### src/rtl/regfile_param.sv
// Parameterised register file: two combinational read ports, one write port, optional write-to-read bypass.
// A sequential clear walks registers 1..NREGS-1, one per cycle, with busy/done status decoded from state.
module regfile_param #(
  parameter int XLEN   = 32,
  parameter int AW     = 5,
  parameter int BYPASS = 1
) (
  input  logic            clk,
  input  logic            rst,
  input  logic [AW-1:0]   A1,
  output logic [XLEN-1:0] RD1,
  input  logic [AW-1:0]   A2,
  output logic [XLEN-1:0] RD2,
  input  logic [AW-1:0]   A3,
  input  logic [XLEN-1:0] WD3,
  input  logic            WE3,
  input  logic            clr_req,
  output logic            clr_busy,
  output logic            clr_done
);

  localparam int NREGS = 2**AW;

  typedef enum logic [1:0] {
    IDLE  = 2'd0,
    CLEAR = 2'd1,
    DONE  = 2'd2
  } state_t;

  state_t          state_q, state_d;
  logic [AW-1:0]   cnt_q, cnt_d;
  logic [XLEN-1:0] regs [NREGS];
  logic            wr_en;
  logic            cnt_last;

  assign cnt_last = (cnt_q == AW'(NREGS - 1));

  // Writes are dropped, not deferred, while the clear walker owns the array.
  assign wr_en = WE3 && (A3 != '0) && (state_q != CLEAR);

  always_ff @(posedge clk or posedge rst) begin
    if (rst) begin
      state_q <= IDLE;
      cnt_q   <= '0;
    end else begin
      state_q <= state_d;
      cnt_q   <= cnt_d;
    end
  end

  always_comb begin
    state_d = state_q;
    cnt_d   = cnt_q;
    unique case (state_q)
      IDLE: begin
        if (clr_req) begin
          state_d = CLEAR;
          cnt_d   = AW'(1);
        end
      end
      CLEAR: begin
        // cnt parks at the top index rather than wrapping back to 0.
        if (cnt_last) begin
          state_d = DONE;
        end else begin
          cnt_d = cnt_q + AW'(1);
        end
      end
      DONE: begin
        state_d = IDLE;
        cnt_d   = '0;
      end
      default: begin
        state_d = IDLE;
        cnt_d   = '0;
      end
    endcase
  end

  always_comb begin
    clr_busy = (state_q == CLEAR);
    clr_done = (state_q == DONE);
  end

  always_ff @(posedge clk or posedge rst) begin
    if (rst) begin
      for (int i = 0; i < NREGS; i++) begin
        regs[i] <= '0;
      end
    end else if (state_q == CLEAR) begin
      regs[cnt_q] <= '0;
    end else if (wr_en) begin
      regs[A3] <= WD3;
    end
  end

  // Register 0 is hardwired; reset also masks the bypass path so nothing leaks out.
  always_comb begin
    RD1 = regs[A1];
    if ((BYPASS != 0) && wr_en && (A1 == A3)) begin
      RD1 = WD3;
    end
    if (rst || (A1 == '0)) begin
      RD1 = '0;
    end
  end

  always_comb begin
    RD2 = regs[A2];
    if ((BYPASS != 0) && wr_en && (A2 == A3)) begin
      RD2 = WD3;
    end
    if (rst || (A2 == '0)) begin
      RD2 = '0;
    end
  end

endmodule
### config.mk
export PLATFORM = sky130hd
export DESIGN_NAME = regfile_param
export DESIGN_NICKNAME = d
export VERILOG_FILES = /design/src/rtl/regfile_param.sv
export SDC_FILE = /design/constraint.sdc
export NUM_CORES = 2
export LEC_CHECK = 0
export ABC_AREA = 1
export CORE_MARGIN = 4
export CORE_UTILIZATION = 35
export DETAILED_ROUTE_END_ITERATION = 12
export GPL_TIMING_DRIVEN = 1
export PLACE_DENSITY = 0.54
export SYNTH_ARGS = -nofsm -noshare
export SYNTH_HDL_FRONTEND = slang
export SYNTH_SLANG_ARGS = --single-unit
export TNS_END_PERCENT = 1
### constraint.sdc
create_clock -name clk -period 45 [get_ports clk]
set_input_delay 11.25 -clock clk [delete_from_list [all_inputs] [get_ports clk]]
set_output_delay 11.25 -clock clk [all_outputs]
set_load 0.01 [all_outputs]
==> results.py <==
metrics = {
    "status": {
        "outcome": "finished, final reports clean",
    },
    "layout": {
        "layout-drive-gt1-share": 0.0594,
        "nNetsFinal": 8548,
        "design_area_mm2": 0.0666,
        "stdcell_count": 10900,
        "nFillCells": 18000,
        "syn_to_final_growth_pct": 10.0,
    },
    "min_path": {
        "hold-path-endpoint": "regs[1001]",
        "hp-start": "regs[1001]",
        "hold_class": "reg2reg",
        "holdPathStages": 2,
    },
    "clocking": {
        "root_buffer": "clkbuf_16",
        "cts_resized": 0,
        "hold_buffers": 0,
        "clock-sinks": 1031,
        "cts_tree": "built",
        "htreeDepth": 3,
        "clk_latency_ns": 0.77,
        "clkSlewWorstSetupHoldPaths_ns": 0.06,
        "post_cts_buffers": 0,
        "cts_buffers": 118,
        "cts_buffer_depth": 3,
    },
    "global_route": {
        "grt_pass1_wl_um": 414000,
        "overflow": 0,
        "antenna_found_initial": 7,
        "grt_pass1_vias": 58900,
        "grt_max_degree": 172,
        "grtUsageTotal": 0.308,
    },
    "critical_path": {
        "cp_top_family": "buffers and inverters",
        "r2r_setup_slack_ns": 40.77,
        "cp-start-kind": "input port",
        "cp.buffers_inverters": 5,
        "criticalPathCategory": "in2out",
        "reg2reg_depth": 9,
        "reg2reg_to": "regs[699]",
        "r2r-start": "state_q[0]",
        "critPathMaxStageDelay_ns": 0.86,
        "cpMaxStageDelayCell": "buf_4",
        "path_max_fanout": 123,
        "path_common_cell": "nand2_1",
        "cp-end-kind": "primary output",
        "required_ns": 33.75,
        "worstPathArrival_ns": 16.27,
        "crit_chain": "buf_8, buf_12, buf_4, buf_4, nand2_1, nand3_1, nand2_1, nand2_1, nand3_1, nand3_1, nand2_1, a21oi_2, clkdlybuf4s50_1",
    },
    "logic_synthesis": {
        "ys_top_cells_by_area": "dfrtp_1 (43%), nand2_1 (21%), nand3_1 (11%)",
        "syn-cell-area_mm2": 0.0605,
        "synth_top_area_share": 0.426,
        "seq_area_frac_synth": 0.426,
        "ys_types": 39,
        "avgSynthCellArea_um2": 6.83,
        "synth_top_area_cell": "dfrtp_1",
        "yosys_warnings": 0,
        "synth_common_cells": "nand2_1 (3362), nand3_1 (1371), dfrtp_1 (1031)",
        "syn_inst": 8857,
        "synth_seq_cells": 1031,
        "synth_most_common_cell": "nand2_1",
        "synthArstFlopShare": 1.00,
        "synth_edf_count": 0,
        "yosys_most_used_dff": "dfrtp_1",
        "syn_nets": 8913,
    },
    "sta": {
        "period_share": 0.612,
        "min_period_ns": 27.52,
        "slew_viol_final": 0,
        "finalSetupTns_ns": 0,
        "fmax_ghz": 0.0363,
        "setup_viol": 0,
        "rsz0062_at_grt": "no",
        "slew_headroom": 0.113,
        "hold_viol_final": 0,
        "fin_skew_ns": 0.0489,
        "worstMarginPinSlew_ns": 1.33,
    },
    "power": {
        "clkPwrFrac": 0.340,
        "powerDensity_mw_per_mm2": 43.9,
        "combPwrFrac": 0.254,
        "swShare": 0.355,
        "leakagePower_nw": 31.6,
        "power.switching_mw": 1.04,
        "ir_drop_uv": 35.5,
        "p_seq_frac": 0.406,
        "p_int_mw": 1.88,
    },
    "drt": {
        "viasPerCell": 5.78,
        "wl_per_cell_um": 26.2,
        "dr_wl_met3_um": 27500,
        "drt-total-wl_um": 285000,
        "drt_iter0_drc": 7844,
        "drt_pass1_iterations": 9,
        "highest_layer": "met5",
        "wl_met1_um": 112000,
        "vias": 63000,
        "ant_nets": 0,
        "route.detailed.drc": 0,
        "wl_met2_um": 123000,
    },
    "place": {
        "gp_congestion": 0.882,
        "port_buffers": 116,
        "postPlaceCellArea_mm2": 0.0626,
        "dp_hpwl_um": 159000,
        "dpl.cell_count": 10700,
    },
    "job": {
        "cap_violations": 0,
    },
    "die": {
        "rows": 152,
        "die_w_um": 424,
        "core_mm2": 0.172,
        "start_util": 0.352,
        "die_height_um": 424,
        "dieArea_mm2": 0.180,
        "io-pin-count": 117,
    },
}
## logic make-up after synthesis
| family | count (synthesis) | share of synthesized area |
|---|---|---|
| flip-flops | 1031 | 0.426 |
| buffers and inverters | 1346 | 0.0919 |
| AND/OR/NAND/NOR | 5017 | 0.346 |
| XOR/XNOR | 7 | 0.00101 |
| AO/OA/AOI/OAI | 1451 | 0.134 |
| adder cells (fa/ha/maj) | 5 | 0.00103 |
## layout by cell type, fill, tap and decap left out, drive strengths merged, types with 25 or more instances in the layout
master	instances
clkdlybuf4s50	106
a21oi	320
o21ai	693
inv	568
o22ai	433
clkinv	25
clkbuf	188
nand3	1372
dfrtp	1031
buf	184
nor2	242
nand2	3378
## state kept, by name, indices dropped and copies added, names as in the netlist
signal   cells
regs      1024
cnt_q        5
state_q      2
## layout make-up
type,instances,area [um2],area share
flip-flops and latches,1031,25800,0.388
repair buffers,290,2520,0.0378
well taps,2310,2890,0.0434
diodes,6,15.0,0.000226
inverters,571,2180,0.0327
clock buffers,188,3670,0.0551
clock inverters,28,253,0.00380
multi-input cells,6480,29200,0.439
## worst max path at each step
stage	slack, ns	cells after the start	end	start
floorplan	6.99	6	RD2[0]	rst
global placement	17.81	13	RD2[29]	A2[0]
detailed placement	17.88	13	RD2[29]	A2[0]
CTS	17.87	13	RD2[29]	A2[0]
global route	17.50	13	RD2[22]	A2[0]
finish	17.48	13	RD2[22]	A2[0]
## worst reg2reg max path, cell delays in order, from the launching register on
cell     delay, ns
dfrtp_1       0.40
inv_2         0.09
nor2_4        0.08
nor2_1        0.26
nand2_1       0.14
inv_4         0.57
buf_4         0.81
nand4_4       0.57
nand2_2       0.95
o22ai_1       0.16
## power by group through the flow
stage | registers, mW | logic [mW] | clock network, mW
floorplan | 1.18 | 0.494 | 0
global placement | 1.19 | 0.715 | 0
detailed placement | 1.20 | 0.723 | 0
CTS | 1.18 | 0.726 | 1.00
global route | 1.20 | 0.815 | 1.04
finish | 1.19 | 0.743 | 0.993
## metrics by stage
step / util / hold slack (ns) / setup WS (ns) / total power, mW
final: 0.388 / 0.502 / 17.48 / 2.92
after global routing: 0.388 / 0.520 / 17.50 / 3.06
after CTS: 0.388 / 0.506 / 17.87 / 2.91
after detailed placement: 0.365 / 0.491 / 17.88 / 1.92
after global placement: 0.365 / 0.484 / 17.81 / 1.91
after floorplan: - / 0.471 / 6.99 / 1.67
## metal layers
| metal | vias up | GRT usage |
|---|---|---|
| met1 | 30300 | 0.397 |
| met2 | 3811 | 0.470 |
| met5 | - | 0 |
| li1 | 28100 | - |
| met4 | 2 | 0.207 |
| met3 | 871 | 0.0574 |
Note: power is estimated with default switching activity, not from simulation.
